`config.mk`:
```
export PLATFORM = sky130hd
export DESIGN_NAME = comb_lock_ctrl
export DESIGN_NICKNAME = d
export VERILOG_FILES = /design/src/rtl/comb_lock_pkg.sv /design/src/rtl/lock_timer.sv /design/src/rtl/comb_lock_ctrl.sv
export SDC_FILE = /design/constraint.sdc
export NUM_CORES = 1
export LEC_CHECK = 0
export BUFFER_PORTS_ARGS = -buffer_cell sky130_fd_sc_hd__buf_2
export CAP_MARGIN = 20
export CORE_UTILIZATION = 50
export CTS_CLUSTER_DIAMETER = 100
export DETAILED_ROUTE_END_ITERATION = 8
export GPL_TIMING_DRIVEN = 0
export PLACE_DENSITY = 0.71
export SYNTH_ARGS = -nofsm -noshare
export SYNTH_HDL_FRONTEND = slang
export SYNTH_HIERARCHICAL = 1
export SYNTH_SLANG_ARGS = --single-unit
export TNS_END_PERCENT = 30
```
`constraint.sdc`:
```
create_clock -name clock -period 2.6 [get_ports clock]
set_input_delay 0.26 -clock clock [delete_from_list [all_inputs] [get_ports clock]]
set_output_delay 0.26 -clock clock [all_outputs]
set_load 0.02 [all_outputs]
```
`src/rtl/comb_lock_pkg.sv`:
```
// Shared state encoding and keypad constants for the combination-lock controller.
package comb_lock_pkg;

  typedef enum logic [2:0] {
    ST_ENTRY   = 3'd0,
    ST_CHECK   = 3'd1,
    ST_ERROR   = 3'd2,
    ST_LOCKOUT = 3'd3,
    ST_OPEN    = 3'd4,
    ST_PROGRAM = 3'd5
  } state_t;

  localparam logic [4:0] KEY_CLEAR = 5'h00;
  localparam int         KEY_DIGIT = 4;

  // Thermometer code of min(n,4): bit i lit when at least i+1 digits are entered.
  function automatic logic [3:0] therm4(input int n);
    logic [3:0] t;
    for (int i = 0; i < 4; i++) begin
      t[i] = (n > i);
    end
    return t;
  endfunction

endpackage

```
`src/rtl/lock_timer.sv`:
```
// Loadable down-counter; done is high during the last cycle of a loaded interval.
module lock_timer #(
  parameter int W = 7
) (
  input  logic         clk,
  input  logic         rst_n,
  input  logic         load,
  input  logic [W-1:0] value,
  output logic         done
);

  logic [W-1:0] count_q, count_d;

  always_comb begin
    count_d = count_q;
    if (load) begin
      count_d = value;
    end else if (count_q != '0) begin
      count_d = count_q - 1'b1;
    end
  end

  always_ff @(posedge clk or negedge rst_n) begin
    if (!rst_n) begin
      count_q <= '0;
    end else begin
      count_q <= count_d;
    end
  end

  assign done = (count_q == W'(1));

endmodule

```
`src/rtl/comb_lock_ctrl.sv`:
```
// Combination-lock controller: keypad digit buffer, code compare, failed-attempt
// lockout, switch-driven reprogramming and registered display/indicator outputs.
module comb_lock_ctrl
  import comb_lock_pkg::*;
#(
  parameter int                    CODE_LEN     = 4,
  parameter logic [CODE_LEN*4-1:0] DEFAULT_CODE = 16'h1111,
  parameter int                    MAX_TRIES    = 3,
  parameter int                    ERR_CYC      = 8,
  parameter int                    LOCK_CYC     = 64
) (
  input  logic        clock,
  input  logic        reset,
  input  logic        newKey,
  input  logic [4:0]  keyCode,
  input  logic        switch,
  output logic        eLED,
  output logic        unlock,
  output logic [3:0]  radixVal,
  output logic [15:0] dispVal,
  output logic        lockedOut
);

  localparam int BUF_W   = CODE_LEN * 4;
  localparam int CNT_W   = $clog2(CODE_LEN + 1);
  localparam int FAILS_W = $clog2(MAX_TRIES + 1);
  localparam int TMR_W   = $clog2(LOCK_CYC + 1);

  localparam logic [CNT_W-1:0]   CNT_FULL  = CNT_W'(CODE_LEN);
  localparam logic [FAILS_W-1:0] FAILS_MAX = FAILS_W'(MAX_TRIES);

  state_t               state_q, state_d;
  logic [BUF_W-1:0]     buf_q, buf_d, buf_key;
  logic [CNT_W-1:0]     cnt_q, cnt_d, cnt_key;
  logic [BUF_W-1:0]     code_q, code_d;
  logic [FAILS_W-1:0]   fails_q, fails_d;
  logic                 sw_prev_q;
  logic                 eled_q, eled_d;
  logic                 unlock_q, unlock_d;
  logic                 locked_q, locked_d;
  logic [3:0]           radix_q, radix_d;
  logic [15:0]          disp_q, disp_d;
  logic [15:0]          buf_lo16;
  logic                 tmr_load, tmr_done;
  logic [TMR_W-1:0]     tmr_value;
  logic                 key_digit, key_clear, sw_rise;

  assign key_digit = newKey && keyCode[KEY_DIGIT];
  assign key_clear = newKey && (keyCode == KEY_CLEAR);
  assign sw_rise   = switch && !sw_prev_q;

  lock_timer #(
    .W(TMR_W)
  ) u_timer (
    .clk  (clock),
    .rst_n(reset),
    .load (tmr_load),
    .value(tmr_value),
    .done (tmr_done)
  );

  // Buffer/count update for a key accepted in ENTRY or PROGRAM.
  always_comb begin
    buf_key = buf_q;
    cnt_key = cnt_q;
    if (key_clear) begin
      buf_key = '0;
      cnt_key = '0;
    end else if (key_digit && (cnt_q != CNT_FULL)) begin
      buf_key = (buf_q << 4) | BUF_W'(keyCode[3:0]);
      cnt_key = cnt_q + 1'b1;
    end
  end

  always_comb begin
    state_d   = state_q;
    buf_d     = buf_q;
    cnt_d     = cnt_q;
    code_d    = code_q;
    fails_d   = fails_q;
    tmr_load  = 1'b0;
    tmr_value = '0;
    case (state_q)
      ST_ENTRY: begin
        if (cnt_q == CNT_FULL) begin
          state_d = ST_CHECK;
        end else begin
          buf_d = buf_key;
          cnt_d = cnt_key;
        end
      end
      ST_CHECK: begin
        buf_d = '0;
        cnt_d = '0;
        if (buf_q == code_q) begin
          state_d = ST_OPEN;
          fails_d = '0;
        end else begin
          fails_d  = (fails_q == FAILS_MAX) ? FAILS_MAX : fails_q + 1'b1;
          tmr_load = 1'b1;
          if (fails_d == FAILS_MAX) begin
            state_d   = ST_LOCKOUT;
            tmr_value = TMR_W'(LOCK_CYC);
          end else begin
            state_d   = ST_ERROR;
            tmr_value = TMR_W'(ERR_CYC);
          end
        end
      end
      ST_ERROR: begin
        if (tmr_done) begin
          state_d = ST_ENTRY;
        end
      end
      ST_LOCKOUT: begin
        if (tmr_done) begin
          state_d = ST_ENTRY;
          fails_d = '0;
        end
      end
      ST_OPEN: begin
        if (key_clear) begin
          state_d = ST_ENTRY;
        end else if (!switch) begin
          state_d = ST_PROGRAM;
          buf_d   = '0;
          cnt_d   = '0;
        end
      end
      ST_PROGRAM: begin
        if (sw_rise) begin
          buf_d = '0;
          cnt_d = '0;
          if (cnt_q == CNT_FULL) begin
            code_d  = buf_q;
            state_d = ST_ENTRY;
          end else begin
            state_d   = ST_ERROR;
            tmr_load  = 1'b1;
            tmr_value = TMR_W'(ERR_CYC);
          end
        end else begin
          buf_d = buf_key;
          cnt_d = cnt_key;
        end
      end
      default: begin
        state_d = ST_ENTRY;
        buf_d   = '0;
        cnt_d   = '0;
      end
    endcase
  end

  if (BUF_W >= 16) begin : g_disp_wide
    assign buf_lo16 = buf_d[15:0];
  end else begin : g_disp_narrow
    assign buf_lo16 = {{(16 - BUF_W){1'b0}}, buf_d};
  end

  // Outputs are registered from next-state values so they line up with the state.
  always_comb begin
    eled_d   = (state_d == ST_ERROR) || (state_d == ST_LOCKOUT);
    unlock_d = (state_d == ST_OPEN) || (state_d == ST_PROGRAM);
    locked_d = (state_d == ST_LOCKOUT);
    disp_d   = (cnt_d == '0) ? 16'h0000 : buf_lo16;
    case (state_d)
      ST_OPEN:    radix_d = 4'b1111;
      ST_PROGRAM: radix_d = ~therm4(int'(cnt_d));
      default:    radix_d = therm4(int'(cnt_d));
    endcase
  end

  always_ff @(posedge clock or negedge reset) begin
    if (!reset) begin
      state_q   <= ST_ENTRY;
      buf_q     <= '0;
      cnt_q     <= '0;
      code_q    <= DEFAULT_CODE;
      fails_q   <= '0;
      sw_prev_q <= 1'b1;
      eled_q    <= 1'b0;
      unlock_q  <= 1'b0;
      locked_q  <= 1'b0;
      radix_q   <= 4'b0000;
      disp_q    <= 16'h0000;
    end else begin
      state_q   <= state_d;
      buf_q     <= buf_d;
      cnt_q     <= cnt_d;
      code_q    <= code_d;
      fails_q   <= fails_d;
      sw_prev_q <= switch;
      eled_q    <= eled_d;
      unlock_q  <= unlock_d;
      locked_q  <= locked_d;
      radix_q   <= radix_d;
      disp_q    <= disp_d;
    end
  end

  assign eLED      = eled_q;
  assign unlock    = unlock_q;
  assign lockedOut = locked_q;
  assign radixVal  = radix_q;
  assign dispVal   = disp_q;

endmodule

```
==> flow_metrics.env, run 1 <==
export IMPL_synth_common_cells="dfrtp_1 (66), a21oi_1 (23), nand2_1 (22), xnor2_1 (19)"
export IMPL_cts_reportedPaths_clkPinSlew_ns=0.07
export IMPL_power_density_nw_per_um2=1050
export IMPL_maxCapViolations=0
export IMPL_final_max_slew_viol_count=0
export IMPL_fin_util_pct=60.7
export IMPL_avgSynthCellArea_sq_um=11.3
export IMPL_wire_per_inst_um=15.3
export IMPL_grtUsageMet2_pct=31.8
export IMPL_grt_met3_usage_pct=4.96
export IMPL_power_mw=4.14
export IMPL_slowest_stage="dfstp_2"
export IMPL_p_leak_nw=1.85
export IMPL_clock_tree_htree_level_count=3
export IMPL_die_w_um=85.2
export IMPL_cts_root_buf="clkbuf_8"
export IMPL_antenna_found_initial=0
export IMPL_grt_use_total_pct=20.6
export IMPL_yosys_warnings=6
export IMPL_setup_tns_ns=0
export IMPL_crit_chain="xnor2_1 > nand4_1 > nor4_4 > nand2b_1 > nand2_1 > clkbuf_1 > o31ai_1"
export IMPL_layout_drive_gt1_share_pct=28.2
export IMPL_r2r_end="u_timer/count_q[3]$_DFFE_PN0P_"
export IMPL_area_delta_synth_final_pct=14.4
export IMPL_ant_nets=0
export IMPL_vias=2420
export IMPL_reg2reg_from="code_q[8]$_DFFE_PN1P_"
export IMPL_row_count=29
export IMPL_fmax_ghz=0.423
export IMPL_worst_slew_pin_slew_ns=0.870
export IMPL_critical_path_startpoint_type="register"
export IMPL_ios=32
export IMPL_postSynthCellCount=307
export IMPL_worstPathMaxFanout=10
export IMPL_overflow=0
export IMPL_dr_pass1_iters=4
export IMPL_synth_top_area_share_pct=47.7
export IMPL_worstRegToRegCells=7
export IMPL_met1_usage_pct=28.7
export IMPL_clock_skew_ns=0.0108
export IMPL_finalSetupViolCount=0
export IMPL_detail_route_vias_per_cell=5.56
export IMPL_clk_latency_ns=0.33
export IMPL_place_hpwl_um=4540
export IMPL_drt_iter0_drc=122
export IMPL_synth_ff_type="dfrtp_1"
export IMPL_grt_pass1_wl_um=11500
export IMPL_hold_viol=0
export IMPL_ys_types=57
export IMPL_gp_congestion=0.848
export IMPL_drt_total_wl_um=6640
export IMPL_crit_arrival_ns=2.59
export IMPL_ys_seq_elements=71
export IMPL_final_cells=435
export IMPL_drc=0
export IMPL_ys_seq_area_share_pct=51.5
export IMPL_synth_area_sq_um=3460
export IMPL_dp_cells=419
export IMPL_dieHeight_um=85.2
export IMPL_insertedDiodeCount=0
export IMPL_period_minus_slack_ns=2.37
export IMPL_busiest_layer="met2"
export IMPL_async_reset_ff_share_pct=100
export IMPL_portBuffers=31
export IMPL_coreArea_sq_um=6530
export IMPL_dpl_cell_area_sq_um=3730
export IMPL_fin_area_sq_um=3960
export IMPL_cts_sinks=71
export IMPL_cts_buffers=9
export IMPL_critPathRequiredTime_ns=2.82
export IMPL_cts_buffer_depth=2
export IMPL_status="complete, no violations"
export IMPL_max_stage_delay_ns=0.54
export IMPL_yosys_area_top_type="dfrtp_1"
export IMPL_tritoncts="done"
export IMPL_finalCritPeriodShare_pct=91.0
export IMPL_nets=367
export IMPL_peakVddDrop_uv=409
export IMPL_synth_area_leaders="dfrtp_1 (48%), mux2_2 (5.2%), xnor2_1 (4.8%)"
export IMPL_start_util_pct=53.0
export IMPL_rrSetupSlack_ns=0.23
export IMPL_hold_path_class="in2async"
export IMPL_cts_setup_buffers=0
export IMPL_end_kind="register"
export IMPL_synth_most_common_cell="dfrtp_1"
export IMPL_rsz0062_at_grt="no"
export IMPL_grt_max_degree=72
export IMPL_path_class="reg2reg"
export IMPL_n_fill_cell=543
export IMPL_synth_edf_count=0
export IMPL_grt_pass1_vias=2367
export IMPL_die_area_sq_um=7260
export IMPL_slew_headroom_pct=42.0
## final cells by class
cell class / instances / area [sq um] / share of cell area (%)
tap: 77 / 96.3 / 2.43
clock inverter: 2 / 38.8 / 0.979
inverter: 13 / 48.8 / 1.23
buffer: 12 / 81.3 / 2.05
clock buffer: 14 / 173 / 4.36
sequential: 71 / 1780 / 45.0
multi-input combinational: 215 / 1580 / 40.0
timing repair buffer: 31 / 158 / 3.98
## where the power goes
group,total (mW),internal (mW),switching (mW)
registers,1.44,1.30,0.144
clock network,0.913,0.525,0.388
logic,1.79,0.677,1.11
## sequential cells by signal, summed over array words and instances (netlist names)
register and flops:
buf_q 16, code_q 16, dispVal 16, u_timer/count_q 7
radixVal 4, cnt_q 3, state_q 3, fails_q 2
eLED 1, lockedOut 1, sw_prev_q 1, unlock 1
## per-layer routing
| metal | up-vias | part of all wire [%] |
|---|---|---|
| met1 | 1182 | 50 |
| met2 | 45 | 46 |
| met5 | - | 0 |
| met4 | 0 | 1.3 |
| met3 | 9 | 3.3 |
| li1 | 1184 | - |
## what timing repair did
item                                    in CTS  in global routing
hold buffers                                 0                  0
resized for setup                            1                  4
pin swaps                                    0                  1
endpoints found under the setup margin       1                 10
## how the worst max path moves through the flow
stage                                endpoint                    from  cells past startpoint
2_1_floorplan  u_timer/count_q[6]$_DFFE_PN0P_  code_q[12]$_DFFE_PN1P_                      8
3_3_place_gp   u_timer/count_q[3]$_DFFE_PN0P_  code_q[12]$_DFFE_PN1P_                      7
3_5_place_dp   u_timer/count_q[3]$_DFFE_PN0P_  code_q[12]$_DFFE_PN1P_                      7
4_1_cts                  dispVal[5]$_DFF_PN0_      cnt_q[0]$_DFF_PN0_                      8
5_1_grt        u_timer/count_q[3]$_DFFE_PN0P_   code_q[8]$_DFFE_PN1P_                      7
6_report       u_timer/count_q[3]$_DFFE_PN0P_   code_q[8]$_DFFE_PN1P_                      7
## metrics by stage
stage | setup slack (ns) | hold WS (ns)
after floorplan | 0.581 | -0.0356
after global placement | 0.0596 | 0.407
after detailed placement | -0.00537 | 0.407
after CTS | 0.0827 | 0.0464
after global routing | 0.00383 | 0.0542
final | 0.234 | 0.0330
## critical path: cells and delay by family (launching register included)
kind                      cells  cell delay (ns)
AOI/OAI and AO/OA             1             0.35
xor gates and xnor gates      1             0.12
buffers and inverters         1             0.25
DFF                           1             0.54
and+or+nand+nor               4             1.00
## cells by family (layout without fill, tap and decap cells)
family	count (synthesis)	in the layout	synth area share (%)
AND/OR/NAND/NOR	85	85	13.7
other	1	5	0.108
adder cells (fa/ha/maj)	5	5	1.81
buffers and inverters	25	72	3.72
AO/OA/AOI/OAI	79	79	17.5
XOR/XNOR	19	19	4.80
multiplexers	22	22	6.94
flip-flops	71	71	51.5
## placed cells by master (no fill, tap or decap), types with 3 or more instances in the layout
cell      count
a211oi_1      3
a211oi_2     10
a21oi_1      23
a31oi_1       3
buf_2        33
buf_4         4
clkbuf_1      4
clkbuf_8     12
conb_1        5
dfrtp_1      66
dfstp_2       5
ha_1          5
inv_1        13
mux2_2       16
mux2i_1       6
nand2_1      22
nand2b_1      4
nand3_1       4
nand4_1       5
nor2_1       14
nor2b_1       3
nor3_1        8
nor3b_1       4
nor4_1        4
o21ai_0      16
o31ai_1       6
xnor2_1      19
No activity file was read; power rests on OpenSTA's default activity.
==> inputs of run 2 (changes only) <==
Settings changed: RECOVER_POWER set to 100.
==> run 2 against run 1 <==
Effect of this change: the flow now finishes with violations (capacitance limit, slew limit); non-clock buffer count is the same; count of clock-buffer cells in the layout is the same; sequential share of layout area grew 0.55 points; core utilization shrank 0.73 points; flip-flop and latch count is the same; highest routed layer unchanged; via count shrank 0.29%; global-route usage is the same; clock skew grew 0.0016 ns; largest cell class unchanged; critical path type unchanged; sequential power is essentially flat; register-to-register slack lost 0.05 ns; cell area shrank 1.2%; first-iteration DRC count shrank 5.7%.
==> flow_metrics.env, run 2 (synthesis results as in run 1) <==
export IMPL_nets=367
export IMPL_pwr_share_comb_pct=42.4
export IMPL_post_place_ws_ns=-0.00537
export IMPL_row_count=29
export IMPL_cts_buffers=9
export IMPL_holdWs_ns=0.0672
export IMPL_drt_iter0_drc=115
export IMPL_fmax_ghz=0.414
export IMPL_n_fill_cell=569
export IMPL_slew_headroom_pct=-14.3
export IMPL_clk_latency_ns=0.34
export IMPL_finalCritPeriodShare_pct=92.9
export IMPL_portBuffers=31
export IMPL_cts_buffer_depth=2
export IMPL_rsz0062_at_grt="no"
export IMPL_grt_pass1_vias=2367
export IMPL_die_w_um=85.2
export IMPL_ios=32
export IMPL_final_cell_mix="dfrtp_1 (66), clkbuf_1 (29), nand2_1 (23), a21oi_1 (23), xnor2_1 (19)"
export IMPL_insertedDiodeCount=0
export IMPL_finalWorstSetupSlack_ns=0.185
export IMPL_ant_nets=0
export IMPL_final_max_slew_viol_count=72
export IMPL_critPathRequiredTime_ns=2.79
export IMPL_power_density_nw_per_um2=1050
export IMPL_end_kind="register"
export IMPL_wire_per_inst_um=15.3
export IMPL_die_area_sq_um=7260
export IMPL_status="complete, but fails checks"
export IMPL_worstPathMaxFanout=10
export IMPL_power_frac_seq_pct=35.3
export IMPL_grt_use_total_pct=20.6
export IMPL_power_mw=4.09
export IMPL_peakVddDrop_uv=400
export IMPL_detail_route_vias_per_cell=5.55
export IMPL_cts_root_buf="clkbuf_8"
export IMPL_fin_util_pct=59.9
export IMPL_cts_setup_buffers=0
export IMPL_vias=2413
export IMPL_path_class="reg2reg"
export IMPL_drc=0
export IMPL_area_delta_synth_final_pct=13.0
export IMPL_clock_tree_htree_level_count=3
export IMPL_worst_slew_pin_slew_ns=1.71
export IMPL_grt_pass1_wl_um=11500
export IMPL_grt_max_degree=72
export IMPL_hold_viol=0
export IMPL_final_common_cell="dfrtp_1"
export IMPL_antenna_found_initial=0
export IMPL_period_minus_slack_ns=2.42
export IMPL_hold_path_class="in2reg"
export IMPL_maxCapViolations=1
export IMPL_swShare_pct=40.0
export IMPL_crit_arrival_ns=2.61
export IMPL_p_clk_share_pct=22.3
export IMPL_place_hpwl_um=4540
export IMPL_cts_sinks=71
export IMPL_p_leak_nw=1.75
export IMPL_power_switching_mw=1.64
export IMPL_coreArea_sq_um=6530
export IMPL_violations="capacitance limit, slew limit"
export IMPL_cts_hold_buffers=0
export IMPL_worstRegToRegCells=9
export IMPL_overflow=0
export IMPL_cts_reportedPaths_clkPinSlew_ns=0.07
export IMPL_dr_pass1_iters=4
export IMPL_clock_skew_ns=0.0124
export IMPL_drt_total_wl_um=6680
export IMPL_start_util_pct=53.0
export IMPL_finalSetupViolCount=0
export IMPL_dieHeight_um=85.2
export IMPL_p_int_mw=2.46
export IMPL_gp_congestion=0.848
export IMPL_layout_drive_gt1_share_pct=20.7
export IMPL_tritoncts="done"
export IMPL_critical_path_startpoint_type="register"
export IMPL_whs_path_depth=1
==> run 2: changes by cell type in the layout (fill, tap and decap cells not counted), sizes merged <==
| cell | before | now |
|---|---|---|
| buf | 39 | 11 |
| clkbuf | 18 | 46 |
==> run 2: critical path: stages, from the launching register on <==
cell and delay (ns):
dfrtp_1 0.36, inv_1 0.07, ha_1 0.21, nand2_1 0.18
nand3_1 0.25, o31ai_1 0.51, o211a_1 0.19, clkbuf_2 0.23
buf_8 0.19, a211oi_2 0.06
==> run 2: timing repair <==
action,CTS,global route
gates resized for setup,1,4
endpoints found under the hold margin,0,0
pin swaps,0,1
cloned,0,0
setup endpoints to repair,1,10
==> run 2: through the flow <==
stage          cell area [sq um]  instances  setup TNS (ns)
2_1_floorplan               3480        311               0
3_3_place_gp                3730        419               0
3_5_place_dp                3730        419        -0.00537
4_1_cts                     3950        435               0
5_1_grt                     3920        435               0
6_report                    3920        435               0
==> run 2: area by class of cell <==
class | instances | area (sq um) | share of cell area [%]
flip-flops and latches | 71 | 1780 | 45.5
multi-input cells | 215 | 1580 | 40.3
clock buffers | 14 | 173 | 4.41
well taps | 77 | 96.3 | 2.46
clock inverters | 2 | 38.8 | 0.991
plain buffers | 12 | 73.8 | 1.89
inverters | 13 | 48.8 | 1.25
repair buffers | 31 | 125 | 3.20
==> run 2: worst paths after layout <==
check | from | slack (ns) | end
worst max-delay path | cnt_q[0]$_DFF_PN0_ | 0.18 | dispVal[9]$_DFF_PN0_
worst min register to register | fails_q[0]$_DFFE_PN0P_ | 0.48 | fails_q[0]$_DFFE_PN0P_
max in group asynchronous | reset | 1.20 | dispVal[5]$_DFF_PN0_
worst max register to register | cnt_q[0]$_DFF_PN0_ | 0.18 | dispVal[9]$_DFF_PN0_
min in group asynchronous | reset | 0.37 | radixVal[3]$_DFF_PN0_
worst min-delay path | switch | 0.07 | sw_prev_q$_DFF_PN1_
==> run 2: power groups by stage <==
stage / Clock (mW) / Sequential, mW / Combinational [mW]
detailed placement: 0 / 1.46 / 1.75
CTS: 0.939 / 1.44 / 1.77
global placement: 0 / 1.46 / 1.74
finish: 0.913 / 1.45 / 1.74
floorplan: 0 / 1.51 / 1.27
global route: 0.983 / 1.47 / 1.92
==> run 2: metal layers <==
layer	vias up	GRT usage (%)	part of all wire (%)
met3	6	4.96	3.9
met1	1175	28.7	49
met4	0	7.09	0.79
li1	1185	-	-
met5	-	0	0
met2	47	31.8	46
==> inputs of run 3 (changes only) <==
Settings changed: ABC_AREA set to 1.
==> run 3 against run 2 <==
Effect of this change: the run still ends with capacitance limit, slew limit left; synthesized cell count rose by 45%; register-to-register slack improved by 0.20 ns; sequential share of layout area rose by 0.058 points; critical path type unchanged.
==> flow_metrics.env, run 3 <==
export IMPL_status="complete, but fails checks"
export IMPL_violations="capacitance limit, slew limit"
export IMPL_area_delta_synth_final_pct=12.0
export IMPL_cts_root_buf="clkbuf_8"
export IMPL_dieHeight_um=85.6
export IMPL_p_int_mw=2.36
export IMPL_antenna_found_initial=0
export IMPL_worstRegToRegCells=14
export IMPL_p_clk_share_pct=21.2
export IMPL_end_kind="register"
export IMPL_synth_common_cells="nand2_1 (120), inv_1 (78), dfrtp_1 (66), o21ai_0 (54), nor2_1 (40)"
export IMPL_clk_latency_ns=0.34
export IMPL_yosys_area_top_type="dfrtp_1"
export IMPL_portBuffers=31
export IMPL_peakVddDrop_uv=696
export IMPL_synth_top_area_share_pct=47.3
export IMPL_die_w_um=85.6
export IMPL_swShare_pct=43.1
export IMPL_row_count=30
export IMPL_ys_seq_area_share_pct=51.1
export IMPL_power_density_nw_per_um2=1060
export IMPL_tritoncts="done"
export IMPL_drc=0
export IMPL_wire_per_inst_um=11.8
export IMPL_async_reset_ff_share_pct=100
export IMPL_worst_slew_pin_slew_ns=1.71
export IMPL_hp_start="switch"
export IMPL_synth_ff_type="dfrtp_1"
export IMPL_critPathRequiredTime_ns=2.82
export IMPL_postSynthCellCount=444
export IMPL_nets=504
export IMPL_path_class="reg2reg"
export IMPL_holdWs_ns=0.0661
export IMPL_drt_total_wl_um=6800
export IMPL_ys_seq_elements=71
export IMPL_rrSetupSlack_ns=0.38
export IMPL_reg2reg_from="cnt_q[0]$_DFF_PN0_"
export IMPL_cts_hold_buffers=0
export IMPL_synth_area_sq_um=3490
export IMPL_hold_viol=0
export IMPL_power_frac_seq_pct=36.6
export IMPL_crit_arrival_ns=2.44
export IMPL_ant_nets=0
export IMPL_period_minus_slack_ns=2.22
export IMPL_grt_pass1_vias=2572
export IMPL_grt_max_degree=72
export IMPL_die_area_sq_um=7320
export IMPL_gp_congestion=0.874
export IMPL_layout_drive_gt1_share_pct=8.89
export IMPL_vias=2807
export IMPL_grt_use_total_pct=20.7
export IMPL_cts_buffer_depth=2
export IMPL_critical_path_startpoint_type="register"
export IMPL_ys_types=32
export IMPL_r2r_end="dispVal[6]$_DFF_PN0_"
export IMPL_cts_sinks=71
export IMPL_cts_reportedPaths_clkPinSlew_ns=0.07
export IMPL_pwr_share_comb_pct=42.3
export IMPL_p_leak_nw=2.14
export IMPL_start_util_pct=51.7
export IMPL_final_cell_mix="nand2_1 (120), inv_1 (78), dfrtp_1 (66), o21ai_0 (55), nor2_1 (42)"
export IMPL_yosys_warnings=6
export IMPL_final_max_slew_viol_count=72
export IMPL_finalSetupViolCount=0
export IMPL_final_common_cell="nand2_1"
export IMPL_fmax_ghz=0.451
export IMPL_insertedDiodeCount=0
export IMPL_clock_tree_htree_level_count=3
export IMPL_rsz0062_at_grt="no"
export IMPL_detail_route_vias_per_cell=4.88
export IMPL_slew_headroom_pct=-13.9
export IMPL_place_hpwl_um=4780
export IMPL_whs_path_depth=1
export IMPL_synth_edf_count=0
export IMPL_cts_setup_buffers=0
export IMPL_avgSynthCellArea_sq_um=7.86
export IMPL_synth_area_leaders="dfrtp_1 (47%), nand2_1 (13%), inv_1 (8.4%)"
export IMPL_setup_tns_ns=0
export IMPL_power_switching_mw=1.79
export IMPL_worstPathMaxFanout=10
export IMPL_ios=32
export IMPL_clock_skew_ns=0.00437
export IMPL_drt_iter0_drc=131
export IMPL_finalCritPeriodShare_pct=85.3
export IMPL_hold_path_class="in2reg"
export IMPL_grt_pass1_wl_um=11600
export IMPL_overflow=0
export IMPL_dr_pass1_iters=4
export IMPL_coreArea_sq_um=6760
export IMPL_n_fill_cell=619
export IMPL_hold_end="sw_prev_q$_DFF_PN1_"
export IMPL_synth_most_common_cell="nand2_1"
export IMPL_maxCapViolations=1
export IMPL_cts_buffers=9
export IMPL_ctsResizeCount=0
-- run 3: routing by layer --
metal / up-vias / part of all wire (%) / GRT usage (%)
met5: - / 0 / 0
met4: 0 / 1.4 / 7.27
met3: 10 / 4.5 / 5.68
met2: 48 / 47 / 32.7
met1: 1295 / 47 / 27.5
li1: 1454 / - / -
-- run 3: how the worst max path moves through the flow --
stage / slack [ns] / from / end
6_report: 0.38 / cnt_q[0]$_DFF_PN0_ / dispVal[6]$_DFF_PN0_
3_3_place_gp: 0.49 / code_q[12]$_DFFE_PN1P_ / u_timer/count_q[3]$_DFFE_PN0P_
5_1_grt: 0.12 / cnt_q[0]$_DFF_PN0_ / dispVal[6]$_DFF_PN0_
3_5_place_dp: 0.43 / code_q[12]$_DFFE_PN1P_ / u_timer/count_q[3]$_DFFE_PN0P_
2_1_floorplan: 0.79 / code_q[12]$_DFFE_PN1P_ / u_timer/count_q[4]$_DFFE_PN0P_
4_1_cts: 0.41 / code_q[12]$_DFFE_PN1P_ / u_timer/count_q[3]$_DFFE_PN0P_
-- run 3: power by group through the flow --
stage,clock network [mW],registers (mW),logic (mW)
5_1_grt,0.950,1.55,2.02
2_1_floorplan,0,1.62,1.25
6_report,0.879,1.52,1.76
4_1_cts,0.901,1.52,1.82
3_5_place_dp,0,1.54,1.82
3_3_place_gp,0,1.53,1.78
-- run 3: cells by family after synthesis --
family / Yosys count / synth area share, %
AOI/OAI and AO/OA: 70 / 10.4
and+or+nand+nor: 200 / 24.6
buffers and inverters: 88 / 9.79
DFF: 71 / 51.1
xor gates and xnor gates: 9 / 2.26
other: 1 / 0.107
adders and majority gates: 5 / 1.79
-- run 3: area by class of cell --
| type | instances | area, sq um | share of cell area [%] |
|---|---|---|---|
| buffer | 7 | 35.0 | 0.896 |
| clock buffer | 10 | 138 | 3.52 |
| clock inverter | 6 | 60.1 | 1.54 |
| inverter | 81 | 307 | 7.84 |
| multi-input combinational | 289 | 1360 | 34.8 |
| sequential | 71 | 1780 | 45.6 |
| tap | 80 | 100 | 2.56 |
| timing repair buffer | 31 | 125 | 3.20 |
-- run 3: stage by stage --
step	worst slack [ns]	power [mW]	util (%)	cell area, sq um	cells
after floorplan	0.786	2.87	-	3510	448
after global placement	0.487	3.31	55.7	3760	559
after detailed placement	0.432	3.36	55.7	3760	559
after CTS	0.412	4.25	58.6	3960	575
after global routing	0.116	4.52	57.9	3910	575
final	0.383	4.15	57.9	3910	575
-- run 3: worst max-delay path, stage by stage (launching register included) --
cell and delay [ns]:
dfrtp_1 0.38, inv_1 0.08, ha_1 0.19, nand2_1 0.11
nand3_1 0.18, inv_1 0.17, nand2_1 0.08, xnor2_1 0.12
nand2_1 0.06, nand2_1 0.09, nor2_2 0.17, nand2_2 0.10
inv_4 0.13, buf_6 0.16, nor2_1 0.06
